`src/rtl/frame_capture_ctrl_pkg.sv`:
```
// Shared FSM encodings, frame_err codes and sensor defaults
// for the CMOS frame capture controller.
package frame_capture_ctrl_pkg;

    typedef enum logic [1:0] {
        S_IDLE    = 2'b00,
        S_WAIT_FS = 2'b01,
        S_CAPTURE = 2'b10,
        S_DONE    = 2'b11
    } state_e;

    localparam logic [1:0] ERR_NONE = 2'b00;
    localparam logic [1:0] ERR_TMO  = 2'b01;
    localparam logic [1:0] ERR_OVF  = 2'b10;
    localparam logic [1:0] ERR_SIZE = 2'b11;

    localparam int DEF_H_ACT   = 1280;
    localparam int DEF_V_ACT   = 1024;
    localparam int DEF_TMO_CYC = 2000000;

    function automatic logic rise(
        input logic cur,
        input logic prev
    );
        return cur & ~prev;
    endfunction

    function automatic logic fall(
        input logic cur,
        input logic prev
    );
        return ~cur & prev;
    endfunction

endpackage

```
`src/rtl/frame_capture_ctrl_pix_pack8to16.sv`:
```
// pix_pack8to16: packs pairs of 8-bit pixels into 16-bit words.
// Ports: clk, rst_n, en, clr, pix_vld, pix_data, block -> due, wr_en, din.
module pix_pack8to16
    import frame_capture_ctrl_pkg::*;
(
    input  logic        clk,
    input  logic        rst_n,
    input  logic        en,
    input  logic        clr,
    input  logic        pix_vld,
    input  logic [7:0]  pix_data,
    input  logic        block,
    output logic        due,
    output logic        wr_en,
    output logic [15:0] din
);

    logic        phase_q, phase_d;
    logic [7:0]  hi_q, hi_d;
    logic        wr_q, wr_d;
    logic [15:0] din_q, din_d;

    // A word is due whenever the second pixel of a pair arrives.
    assign due = en & ~clr & pix_vld & phase_q;

    always_comb begin
        phase_d = phase_q;
        hi_d    = hi_q;
        wr_d    = 1'b0;
        din_d   = din_q;
        if (clr || !en) begin
            phase_d = 1'b0;
        end else if (pix_vld) begin
            if (!phase_q) begin
                hi_d    = pix_data;
                phase_d = 1'b1;
            end else begin
                phase_d = 1'b0;
                if (!block) begin
                    wr_d  = 1'b1;
                    din_d = {hi_q, pix_data};
                end
            end
        end
    end

    always_ff @(posedge clk or negedge rst_n) begin
        if (!rst_n) begin
            phase_q <= 1'b0;
            hi_q    <= 8'h00;
            wr_q    <= 1'b0;
            din_q   <= 16'h0000;
        end else begin
            phase_q <= phase_d;
            hi_q    <= hi_d;
            wr_q    <= wr_d;
            din_q   <= din_d;
        end
    end

    assign wr_en = wr_q;
    assign din   = din_q;

endmodule

```
`src/rtl/frame_capture_ctrl.sv`:
```
// Captures one CMOS frame per request into the DDR3 write FIFO.
// Ports: clk, rst_n, initial_done, request_new_frame, cmos_fval,
//   cmos_lval, cmos_data, fifo_full -> fifo_wr_en, fifo_din,
//   frame_busy, frame_done, frame_err (+ drop_cnt when
//   FRAME_DROP_CNT_EN is defined).
module frame_capture_ctrl
    import frame_capture_ctrl_pkg::*;
#(
    parameter int H_ACT   = DEF_H_ACT,
    parameter int V_ACT   = DEF_V_ACT,
    parameter int TMO_CYC = DEF_TMO_CYC
) (
    input  logic        clk,
    input  logic        rst_n,
    input  logic        initial_done,
    input  logic        request_new_frame,
    input  logic        cmos_fval,
    input  logic        cmos_lval,
    input  logic [7:0]  cmos_data,
    input  logic        fifo_full,
    output logic        fifo_wr_en,
    output logic [15:0] fifo_din,
    output logic        frame_busy,
    output logic        frame_done,
    output logic [1:0]  frame_err
`ifdef FRAME_DROP_CNT_EN
    ,
    output logic [15:0] drop_cnt
`endif
);

    // One extra code point so over-long lines/frames are visible.
    localparam int PW = $clog2(H_ACT + 1);
    localparam int LW = $clog2(V_ACT + 1);
    localparam int TW = $clog2(TMO_CYC);

    state_e state_q, state_d;
    logic [1:0]    err_q, err_d;
    logic [TW-1:0] tmo_q, tmo_d;
    logic [PW-1:0] pix_q, pix_d;
    logic [LW-1:0] line_q, line_d;
    logic          bad_q, bad_d;

    logic       fval_q, fval_p_q;
    logic       lval_q, lval_p_q;
    logic [7:0] data_q;

    always_ff @(posedge clk or negedge rst_n) begin
        if (!rst_n) begin
            fval_q   <= 1'b0;
            fval_p_q <= 1'b0;
            lval_q   <= 1'b0;
            lval_p_q <= 1'b0;
            data_q   <= 8'h00;
        end else begin
            fval_q   <= cmos_fval;
            fval_p_q <= fval_q;
            lval_q   <= cmos_lval;
            lval_p_q <= lval_q;
            data_q   <= cmos_data;
        end
    end

    logic fval_rise, fval_fall, lval_fall;
    assign fval_rise = rise(fval_q, fval_p_q);
    assign fval_fall = fall(fval_q, fval_p_q);
    assign lval_fall = fall(lval_q, lval_p_q);

    logic cap_en, pk_clr, pk_due, pk_wr;
    assign cap_en = (state_q == S_CAPTURE) & initial_done;
    assign pk_clr = lval_fall;

    pix_pack8to16 u_pack (
        .clk      (clk),
        .rst_n    (rst_n),
        .en       (cap_en),
        .clr      (pk_clr),
        .pix_vld  (lval_q),
        .pix_data (data_q),
        .block    (fifo_full),
        .due      (pk_due),
        .wr_en    (pk_wr),
        .din      (fifo_din)
    );

    logic ovf;
    assign ovf = pk_due & fifo_full;

    // Final size verdict folds in a line ending on the same
    // cycle as the frame.
    logic [LW:0] line_fin;
    logic        bad_fin;
    logic        size_ok;
    assign line_fin = {1'b0, line_q} + (LW+1)'(lval_fall);
    assign bad_fin  = bad_q
                    | (lval_fall & (pix_q != PW'(H_ACT)));
    assign size_ok  = !bad_fin
                    && (line_fin == (LW+1)'(V_ACT));

    always_comb begin
        state_d = state_q;
        err_d   = err_q;
        tmo_d   = tmo_q;
        pix_d   = pix_q;
        line_d  = line_q;
        bad_d   = bad_q;
        if (!initial_done) begin
            state_d = S_IDLE;
        end else begin
            unique case (state_q)
                S_IDLE: begin
                    if (request_new_frame) begin
                        err_d   = ERR_NONE;
                        tmo_d   = '0;
                        state_d = S_WAIT_FS;
                    end
                end
                S_WAIT_FS: begin
                    pix_d  = '0;
                    line_d = '0;
                    bad_d  = 1'b0;
                    if (fval_rise) begin
                        state_d = S_CAPTURE;
                    end else if (tmo_q == TW'(TMO_CYC - 1)) begin
                        err_d   = ERR_TMO;
                        state_d = S_IDLE;
                    end else begin
                        tmo_d = tmo_q + 1'b1;
                    end
                end
                S_CAPTURE: begin
                    if (ovf) begin
                        err_d   = ERR_OVF;
                        state_d = S_IDLE;
                    end else if (fval_fall) begin
                        if (size_ok) begin
                            state_d = S_DONE;
                        end else begin
                            err_d   = ERR_SIZE;
                            state_d = S_IDLE;
                        end
                    end else begin
                        if (lval_q) begin
                            if (pix_q == PW'(H_ACT)) begin
                                bad_d = 1'b1;
                            end else begin
                                pix_d = pix_q + 1'b1;
                            end
                        end
                        if (lval_fall) begin
                            pix_d = '0;
                            if (pix_q != PW'(H_ACT)) begin
                                bad_d = 1'b1;
                            end
                            if (line_q == LW'(V_ACT)) begin
                                bad_d = 1'b1;
                            end else begin
                                line_d = line_q + 1'b1;
                            end
                        end
                    end
                end
                S_DONE: begin
                    state_d = S_IDLE;
                end
                default: begin
                    state_d = S_IDLE;
                end
            endcase
        end
    end

    always_ff @(posedge clk or negedge rst_n) begin
        if (!rst_n) begin
            state_q <= S_IDLE;
            err_q   <= ERR_NONE;
            tmo_q   <= '0;
            pix_q   <= '0;
            line_q  <= '0;
            bad_q   <= 1'b0;
        end else begin
            state_q <= state_d;
            err_q   <= err_d;
            tmo_q   <= tmo_d;
            pix_q   <= pix_d;
            line_q  <= line_d;
            bad_q   <= bad_d;
        end
    end

    // A pending word is dropped the moment init is withdrawn.
    assign fifo_wr_en = pk_wr & initial_done;
    assign frame_busy = (state_q == S_WAIT_FS)
                      | (state_q == S_CAPTURE);
    assign frame_done = (state_q == S_DONE) & initial_done;
    assign frame_err  = err_q;

`ifdef FRAME_DROP_CNT_EN
    logic [15:0] drop_q, drop_d;

    always_comb begin
        drop_d = drop_q;
        if (request_new_frame && (state_q != S_IDLE)
            && (drop_q != 16'hFFFF)) begin
            drop_d = drop_q + 16'd1;
        end
    end

    always_ff @(posedge clk or negedge rst_n) begin
        if (!rst_n) begin
            drop_q <= 16'h0000;
        end else begin
            drop_q <= drop_d;
        end
    end

    assign drop_cnt = drop_q;
`endif

endmodule

```
`config.mk`:
```
export PLATFORM = sky130hd
export DESIGN_NAME = frame_capture_ctrl
export DESIGN_NICKNAME = d
export VERILOG_FILES = /design/src/rtl/frame_capture_ctrl_pkg.sv /design/src/rtl/frame_capture_ctrl_pix_pack8to16.sv /design/src/rtl/frame_capture_ctrl.sv
export SDC_FILE = /design/constraint.sdc
export NUM_CORES = 1
export LEC_CHECK = 0
export ABC_AREA = 0
export CAP_MARGIN = 20
export CORE_ASPECT_RATIO = 1.4
export CORE_MARGIN = 3
export CORE_UTILIZATION = 45
export DETAILED_ROUTE_END_ITERATION = 12
export MAX_ROUTING_LAYER = met4
export PLACE_DENSITY_LB_ADDON = 0.2
export RECOVER_POWER = 100
export SETUP_SLACK_MARGIN = 0.05
export SLEW_MARGIN = 10
export SYNTH_ARGS = -nofsm -noshare
export SYNTH_HDL_FRONTEND = slang
export SYNTH_SLANG_ARGS = --single-unit
export TNS_END_PERCENT = 50
```
`constraint.sdc`:
```
create_clock -name clk -period 3 [get_ports clk]
set_input_delay 0.6 -clock clk [delete_from_list [all_inputs] [get_ports clk]]
set_output_delay 0.6 -clock clk [all_outputs]
set_load 0.1 [all_outputs]
```
=== Word-level counts from Yosys, hierarchy flattened ===
Cells that the tools add are included.

* Latch bits: 0
* Input bits: 15
* Memory bits (read-only): 0
* Register bits after elaboration: 86
* Bits in writable memories: 0
* Memories kept: 0

* Mux-type cells: 45
* Reductions and logical operators: 17
* Bitwise operators: 20
* Div/mod/pow operators: 0
* Equal/unequal tests: 23
* Magnitude comparators: 0
* $add $sub $neg: 4
* Multiply operators: 0
* Shift operators: 0

{| class="wikitable"
|+ Operator list
! cell !! count
|-
| two-way mux 11 bit || 9
|-
| two-way mux 21 bit || 3
|-
| one-hot mux 11 bit (2 select lines) || 2
|-
| one-hot mux 21 bit (2 select lines) || 1
|-
| two-way mux 2 bit || 13
|-
| adder 11 x 1 -> 11 bit, second input constant || 2
|-
| equality test 11 bit, second input constant || 2
|-
| adder 21 x 1 -> 21 bit, second input constant || 1
|-
| equality test 21 bit, second input constant || 1
|-
| != test 2 bit, second input constant || 8
|-
| != test 3 bit, second input constant || 5
|-
| two-way mux 1 bit || 14
|-
| adder 11 x 1 -> 12 bit || 1
|-
| equality test 12 x 11 -> 1 bit, second input constant || 1
|-
| AND reduction 6 bit || 2
|-
| bitwise AND 1 bit || 11
|-
| != test 11 bit, second input constant || 1
|-
| != test 4 bit, second input constant || 2
|-
| one-hot mux 2 bit (4 select lines) || 1
|-
| AND reduction 4 bit || 2
|-
| NOT 1 bit || 7
|-
| AND reduction 7 bit || 1
|-
| one-hot mux 2 bit (3 select lines) || 1
|-
| AND reduction 3 bit || 2
|-
| 11 further kinds || 16
|}

=== Logic depth before layout (Yosys ltp) ===
Gate-level depths: netlist of the first run.

* Depth in word-level cells: 11
* Mapped depth: 10

=== By module ===
From an unflattened synthesis of the first run, not the netlist that was laid out.

* Cell total of the unflattened synthesis: 419
* Area total of the unflattened synthesis: 4410.5 um2

{| class="wikitable"
|+ By module, submodules not included
! module !! area each (um2) !! sequential area each (um2) !! cells an instance !! instances
|-
| frame_capture_ctrl || 3367.0 || 1501.4 || 361 || 1
|-
| pix_pack8to16 || 1043.5 || 650.6 || 58 || 1
|}

=== Least setup slack after synthesis of the first run ===
No wires, ideal clock.

* Path type: register -> register
* From: reg lval_q
* To: reg err_q[0] (netlist: frame_err[0])
* Setup slack: 581 ps
* Cell stages (with the launch flop): 11
* Period minus slack after synthesis: 2419 ps
* Data arrival time: 2293 ps
* Cell sequence: dfrtp_1 -> nand2b_1 -> inv_1 -> ha_1 -> ha_1 -> nor3_1 -> o2111ai_1 -> a2111oi_2 -> nand4_1 -> nand3_1 -> mux2_2

* Cells in the longest elaborated chain, start to end: 9
* Elaborated cells between the ends (all ways): 18

{| class="wikitable"
|+ RTL lines
! item !! line !! text
|-
| start: declaration || frame_capture_ctrl.sv:45 || <nowiki>logic lval_q, lval_p_q;</nowiki>
|-
| start signal: assignment || frame_capture_ctrl.sv:58 || <nowiki>lval_q <= cmos_lval;</nowiki>
|-
| parallel branches: the longest is 9 deep, another holds adder 11 x 1 -> 12 bit || n/a ||
|-
| end signal: assignment || frame_capture_ctrl.sv:183 || <nowiki>err_q <= err_d;</nowiki>
|-
| end: declaration || frame_capture_ctrl.sv:38 || <nowiki>logic [1:0] err_q, err_d;</nowiki>
|}

Parallel ways; which one is timed is not known.
A chain may end at the register's enable or synchronous reset.

=== Worst setup path in the final report of the first run ===
Same ends and word-level chain as after synthesis.

==> flow_summary_export.csv, run 1 <==
group,metric,value,unit
finish,mostFrequentLayoutCell,"dfrtp_1",
global_route,grt-ovfl-total,0,
cts,cts_tree,"built",
logic_synthesis,synthArstFlopShare,1.000,
global_route,grt_max_degree,87,
cts,numCtsBuffers,9,
logic_synthesis,seq_area_frac_synth,0.5037,
placed_design,dpl-instance-area,4695,um2
placed_design,post-dp-hpwl,5916,um
setup_path,path_common_cell,"ha_1",
pwr,cellPowerDensity,538.7,nW/um2
logic_synthesis,netlist_area,4273,um2
timing,slew_headroom,0.1031,
status,status,"completed",
setup_path,crit_start,"lval_q",
setup_path,crit_type,"reg -> reg",
die,dieArea,10720,um2
cts,cts_resized,0,
logic_synthesis,synth_fp_nets,432,
setup_path,cp_data_arrival_time,2.95,ns
logic_synthesis,synth-edff-count,0,
cts,htree_levels,3,
logic_synthesis,synth-seq-cells,86,
logic_synthesis,ys_types,55,
setup_path,worstSetupEndpointType,"flip-flop",
cts,root_buffer,"clkbuf_16",
finish,final_cell_mix,"dfrtp_1 (86), nor2_1 (34), mux2_2 (27), nand2_1 (21), clkbuf_1 (21)",
timing,setup_tns,0,ns
die,floorplan.initialDensity,0.4679,
die,core_area,9131,um2
worst_hold_path,hp-start,"fval_q",
die,row_count,41,
routing,drt_iter0_markers,197,
routing,first_pass_iters,4,
finish,final_cell_count_no_fill,554,
logic_synthesis,synthTopCellsByArea,"dfrtp_1 (50%), mux2_2 (7.1%), ha_1 (4.1%)",
global_route,gr-usage-all-layers,0.1730,
finish,design_area,4920,um2
logic_synthesis,synth_top_area_frac,0.5037,
routing,drtAntennaViolNets,0,
finish,syn_to_final_growth,15.14,%
setup_path,crit_fanout,7,
cts,clk_pin_slew,0.07,ns
timing,fmax,367.0,MHz
setup_path,cp_cell_sequence,"nand2b_1, inv_1, ha_1, ha_1, nor3_1, o2111ai_1, a2111oi_0, nand4_1, nand3_1, mux2_2",
die,die_h,121.3,um
pwr,ir_drop,0.3238,mV
finish,fin_util,0.5388,
logic_synthesis,syn_area_per_cell,10.60,um2
logic_synthesis,synth_ff_type,"dfrtp_1",
logic_synthesis,syn_inst,403,
setup_path,slowest_delay,0.45,ns
finish,drive_above_1_share,0.1345,
global_route,antenna_found_initial,1,
global_route,grt_first_pass_wirelength,14080,um
setup_path,cp_data_required_time,3.23,ns
timing,fin_crit_sh,0.9084,
placed_design,pre_cts_ws,0.3195,ns
routing,via_per_inst,5.628,
placed_design,dp.cells,536,
cts,cts_setup_buffers,0,
timing,worst_slack,0.2749,ns
cts,clockBufferDepth,2,
routing,wl_per_cell,15.63,um
setup_path,reg2reg_from,"lval_q",
worst_hold_path,min_path_type,"reg -> reg",
logic_synthesis,yosysTopAreaCell,"dfrtp_1",
pwr,leakage,2.153,nW
routing,routed_wl,8659,um
die,io_pins,36,
setup_path,startpoint_type,"flip-flop",
timing,final_hold_viol_count,0,
die,die_w,88.36,um
timing,worstMarginPinSlew,1.345,ns
cts,clock_sinks,86,
timing,min_period,2.725,ns
timing,rsz0062_at_grt,"no",
timing,drv_slew,0,
flow_run,cap_violations,0,
routing,detailroute.via_count,3118,
cts,clk_latency,0.34,ns
logic_synthesis,yosysWarnings,0,
setup_path,slowest_stage,"dfrtp_1",
routing,drc_errors,0,
finish,fin_nets,470,
placed_design,port_buffers,35,
cts,hold_buffers,0,
placed_design,place.gp.congestion,0.8826,
global_route,grt_pass1_vias,2943,
timing,finalSetupViolCount,0,
timing,finClkSkew,0.007096,ns
-- worst max-delay path, delay by kind of cell (launching register included) --
| kind | cells | cell delay, ns |
|---|---|---|
| AND/OR/NAND/NOR | 4 | 0.76 |
| AO/OA/AOI/OAI | 2 | 0.54 |
| flip-flops | 1 | 0.45 |
| adder cells (fa/ha/maj) | 2 | 0.45 |
| multiplexers | 1 | 0.35 |
| buffers and inverters | 1 | 0.06 |
-- routing by layer --
layer | vias up | wire length [um] | GRT usage
met5 | - | 0 | -
met4 | 0 | 192 | 0.07656
met3 | 14 | 281 | 0.04144
met2 | 51 | 4324 | 0.2715
met1 | 1525 | 3860 | 0.2107
li1 | 1528 | - | -
-- report_power, final --
group          internal (W)  leakage [nW]  switching (W)
Sequential          0.00121          1.17      0.0000417
Clock              0.000590         0.145       0.000521
Combinational      0.000100         0.841       0.000189
-- layout make-up --
type | count | area [um2]
Clock buffer | 9 | 225.2
Multi-Input combinational cell | 287 | 1969
Antenna cell | 1 | 2.502
Sequential cell | 86 | 2152
Timing Repair Buffer | 41 | 301.5
Clock inverter | 7 | 75.07
Inverter | 16 | 60.06
Tap cell | 107 | 133.9
Fill cell | 843 | 4212
-- path summary, 6_finish.rpt --
kind,end,slack [ns],cells after the start
min,fval_p_q,0.43,0
min reg2reg,fval_p_q,0.43,0
max,frame_err[0],0.27,10
max reg2reg,frame_err[0],0.27,10
max in group asynchronous,u_pack.din[6],1.51,2
min in group asynchronous,line_q[10],0.55,1
-- kinds of logic (layout without fill, tap and decap cells) --
group	Yosys count	count (layout)	synth area share
AOI/OAI and AO/OA	58	58	0.09078
xor gates and xnor gates	28	28	0.05739
adders and majority gates	14	14	0.04100
buffers and inverters	30	73	0.03163
DFF	86	86	0.5037
muxes	27	27	0.07116
other	0	1	0
and+or+nand+nor	160	160	0.2044
-- flip-flops by register name (all words and copies together), names as in the netlist, 2 cells and up --
signal,flops
u_pack.din,16
pix_q,11
line_q,11
u_pack.hi_q,8
tmo_q,21
frame_err,2
state_q,2
data_q,8
-- synthesized netlist by cell type, types with 2 or more instances --
cell       number
nor3_1         13
ha_1           14
nor2b_1         4
dfrtp_1        86
or2_2           2
and2_1          6
nand2_1        21
and3_1          6
clkbuf_1        3
nand3_1        18
or3_1          12
o21ai_0        17
nor2_1         34
xor2_1         10
buf_2           8
a211o_1         2
inv_1          16
xnor2_1        18
nor4b_1         2
a31oi_1         3
o2111ai_1       2
nor4_1          8
a21o_1          3
a21oi_1        15
nand4_1        19
a31o_2          3
mux2_2         27
nand2b_1        4
-- per-stage QoR --
| stage | power (W) | hold WS, ns |
|---|---|---|
| after floorplan | 0.001468 | 0.3044 |
| final | 0.002650 | 0.4286 |
| after detailed placement | 0.001575 | 0.4182 |
| after global routing | 0.002758 | 0.4482 |
| after CTS | 0.002692 | 0.4354 |
| after global placement | 0.001564 | 0.4151 |
Power figures use the tool's default switching activity.
==> run 2, diff against run 1 <==
--- a/config.mk
+++ b/config.mk
@@ -9,7 +9,7 @@
 export CAP_MARGIN = 20
 export CORE_ASPECT_RATIO = 1.4
 export CORE_MARGIN = 3
-export CORE_UTILIZATION = 45
+export CORE_UTILIZATION = 40
 export DETAILED_ROUTE_END_ITERATION = 12
 export MAX_ROUTING_LAYER = met4
 export PLACE_DENSITY_LB_ADDON = 0.2
==> constraint.sdc (replaced) <==
create_clock -name clk -period 2.2 [get_ports clk]
set_input_delay 0.44 -clock clk [delete_from_list [all_inputs] [get_ports clk]]
set_output_delay 0.44 -clock clk [all_outputs]
set_load 0.1 [all_outputs]
==> flow_summary_export.csv, run 2 (synthesis results as in run 1) <==
group,metric,value,unit
setup_path,slowest_delay,0.37,ns
global_route,grt_max_degree,46,
die,io_pins,36,
timing,worst_slack,-0.01411,ns
routing,wl_per_cell,15.24,um
worst_hold_path,min_path_type,"in -> async",
finish,final_cell_count_no_fill,627,
pwr,p_sw_frac,0.2676,
setup_path,cp_data_arrival_time,2.44,ns
finish,largest_reg_flops,21,
pwr,leakage,2.479,nW
cts,numCtsBuffers,9,
setup_path,crit_start,"lval_q",
setup_path,worstSetupEndpointType,"flip-flop",
routing,drc_errors,0,
setup_path,startpoint_type,"flip-flop",
setup_path,cp_data_required_time,2.42,ns
routing,via_per_inst,5.352,
flow_run,cap_violations,0,
timing,drv_slew,0,
timing,fmax,451.6,MHz
die,die_w,93.35,um
timing,min_period,2.214,ns
global_route,grt-ovfl-total,0,
die,row_count,44,
routing,detailroute.via_count,3356,
cts,root_buffer,"clkbuf_16",
timing,fin_crit_sh,1.006,
placed_design,post-dp-hpwl,6628,um
pwr,ir_drop,0.3914,mV
cts,cts_tree,"built",
placed_design,port_buffers,35,
die,floorplan.initialDensity,0.4107,
global_route,grt_first_pass_wirelength,15860,um
routing,drt_iter0_markers,130,
cts,clk_pin_slew,0.07,ns
die,die_h,128.3,um
status,failed_checks,"setup timing",
die,dieArea,11980,um2
global_route,grt_pass1_vias,3390,
finish,top_register,"tmo_q",
setup_path,reg2reg_from,"lval_q",
routing,first_pass_iters,4,
timing,slew_headroom,0.2488,
pwr,intPower,0.002832,W
global_route,gr-usage-all-layers,0.1714,
finish,mostFrequentLayoutCell,"dfrtp_1",
placed_design,dp.cells,603,
setup_path,crit_type,"reg -> reg",
cts,clock_sinks,86,
setup_path,r2r-end,"frame_err[0]",
die,core_area,10410,um2
finish,num_antenna_cells,0,
timing,rsz0062_at_grt,"yes",
pwr,cellPowerDensity,694.9,nW/um2
setup_path,setup.worst_path.end,"frame_err[0]",
finish,final_cell_mix,"dfrtp_1 (86), buf_4 (44), nor2_1 (34), mux2_2 (25), nand2_1 (21)",
placed_design,place.gp.congestion,0.8901,
setup_path,cp_cell_sequence,"nand2b_4, inv_2, ha_4, and3_4, a31o_4, a2111oi_4, nand4_1, nand3_2, mux2_4",
pwr,power_frac_comb,0.148,
global_route,antenna_found_initial,0,
timing,worstMarginPinSlew,1.127,ns
status,status,"finished, violations left",
pwr,clkPwrFrac,0.412,
cts,htree_levels,3,
setup_path,r2r_cells,9,
timing,final_hold_viol_count,0,
cts,clk_latency,0.34,ns
finish,fin_nets,513,
finish,syn_to_final_growth,30.22,%
timing,finClkSkew,0.006765,ns
pwr,power_frac_seq,0.440,
routing,routed_wl,9553,um
routing,drtAntennaViolNets,0,
timing,finalSetupViolCount,2,
setup_path,crit_fanout,3,
finish,drive_above_1_share,0.3272,
setup_path,r2r_slack,-0.01,ns
setup_path,slowest_stage,"dfrtp_1",
pwr,p_switching,0.001035,W
timing,hold_slack,0.3145,ns
cts,clockBufferDepth,2,
run 2: changes by cell type in the layout (fill, tap and decap cells not counted), moves of 4 or more:
cell      previous run  this run
nor4_2               0         4
clkbuf_1            21         2
nor4_1               8         4
nor3_1              13         9
ha_1                14        10
clkbuf_2             2        19
buf_4                2        44
run 2: worst min-delay path by stage:
| stage | from | endpoint | cells past startpoint |
|---|---|---|---|
| global placement | fval_q | fval_p_q | 0 |
| global route | rst_n | line_q[6] | 1 |
| floorplan | rst_n | bad_q | 0 |
| finish | rst_n | line_q[6] | 1 |
| detailed placement | fval_q | fval_p_q | 0 |
| CTS | rst_n | line_q[10] | 1 |
run 2: layer usage:
metal	GRT usage	wire [um]	vias to the layer above
li1	-	-	1615
met1	0.1995	3946	1652
met2	0.2805	5047	58
met3	0.02114	203	31
met4	0.1044	354	0
met5	-	0	-
run 2: critical path, delay by kind of cell, from the launching register on:
family / cells / cell delay, ns
AOI/OAI and AO/OA: 2 / 0.55
adders and majority gates: 1 / 0.16
buffers and inverters: 1 / 0.04
DFF: 1 / 0.37
muxes: 1 / 0.30
and+or+nand+nor: 4 / 0.68
run 2: final cells by class:
cell class / count / area (um2)
Fill cell: 892 / 4841
Multi-Input combinational cell: 287 / 2210
Sequential cell: 86 / 2152
Timing Repair Buffer: 84 / 655.6
Clock buffer: 10 / 239.0
Tap cell: 138 / 172.7
Clock inverter: 6 / 75.07
Inverter: 16 / 60.06
run 2: what timing repair did:
action	CTS	global route
gates cloned	0	0
endpoints found under the hold margin	0	0
resized for setup	8	29
pin swaps	5	14
buffers inserted	0	9
hold buffers	0	0
setup endpoints to repair	5	53
run 2: power groups by stage:
stage          combinational [W]  clock (W)  sequential (W)
6_report                0.000571    0.00159         0.00170
5_1_grt                 0.000629    0.00169         0.00171
4_1_cts                 0.000531    0.00163         0.00170
3_5_place_dp            0.000523          0         0.00173
3_3_place_gp            0.000511          0         0.00173
2_1_floorplan           0.000272          0         0.00176
run 2: per-stage QoR:
stage | TNS (ns) | cell area (um2) | util | worst slack [ns] | total power (W)
5_1_grt | -2.247 | 5564 | 0.5348 | -0.1031 | 0.004030
4_1_cts | -0.05287 | 5465 | 0.5253 | -0.02770 | 0.003863
6_report | -0.02616 | 5564 | 0.5348 | -0.01411 | 0.003867
3_5_place_dp | -0.9298 | 5102 | 0.4904 | -0.1083 | 0.002253
2_1_floorplan | 0 | 4334 | - | 0.07274 | 0.002031
3_3_place_gp | -0.4281 | 5102 | 0.4904 | -0.07921 | 0.002239
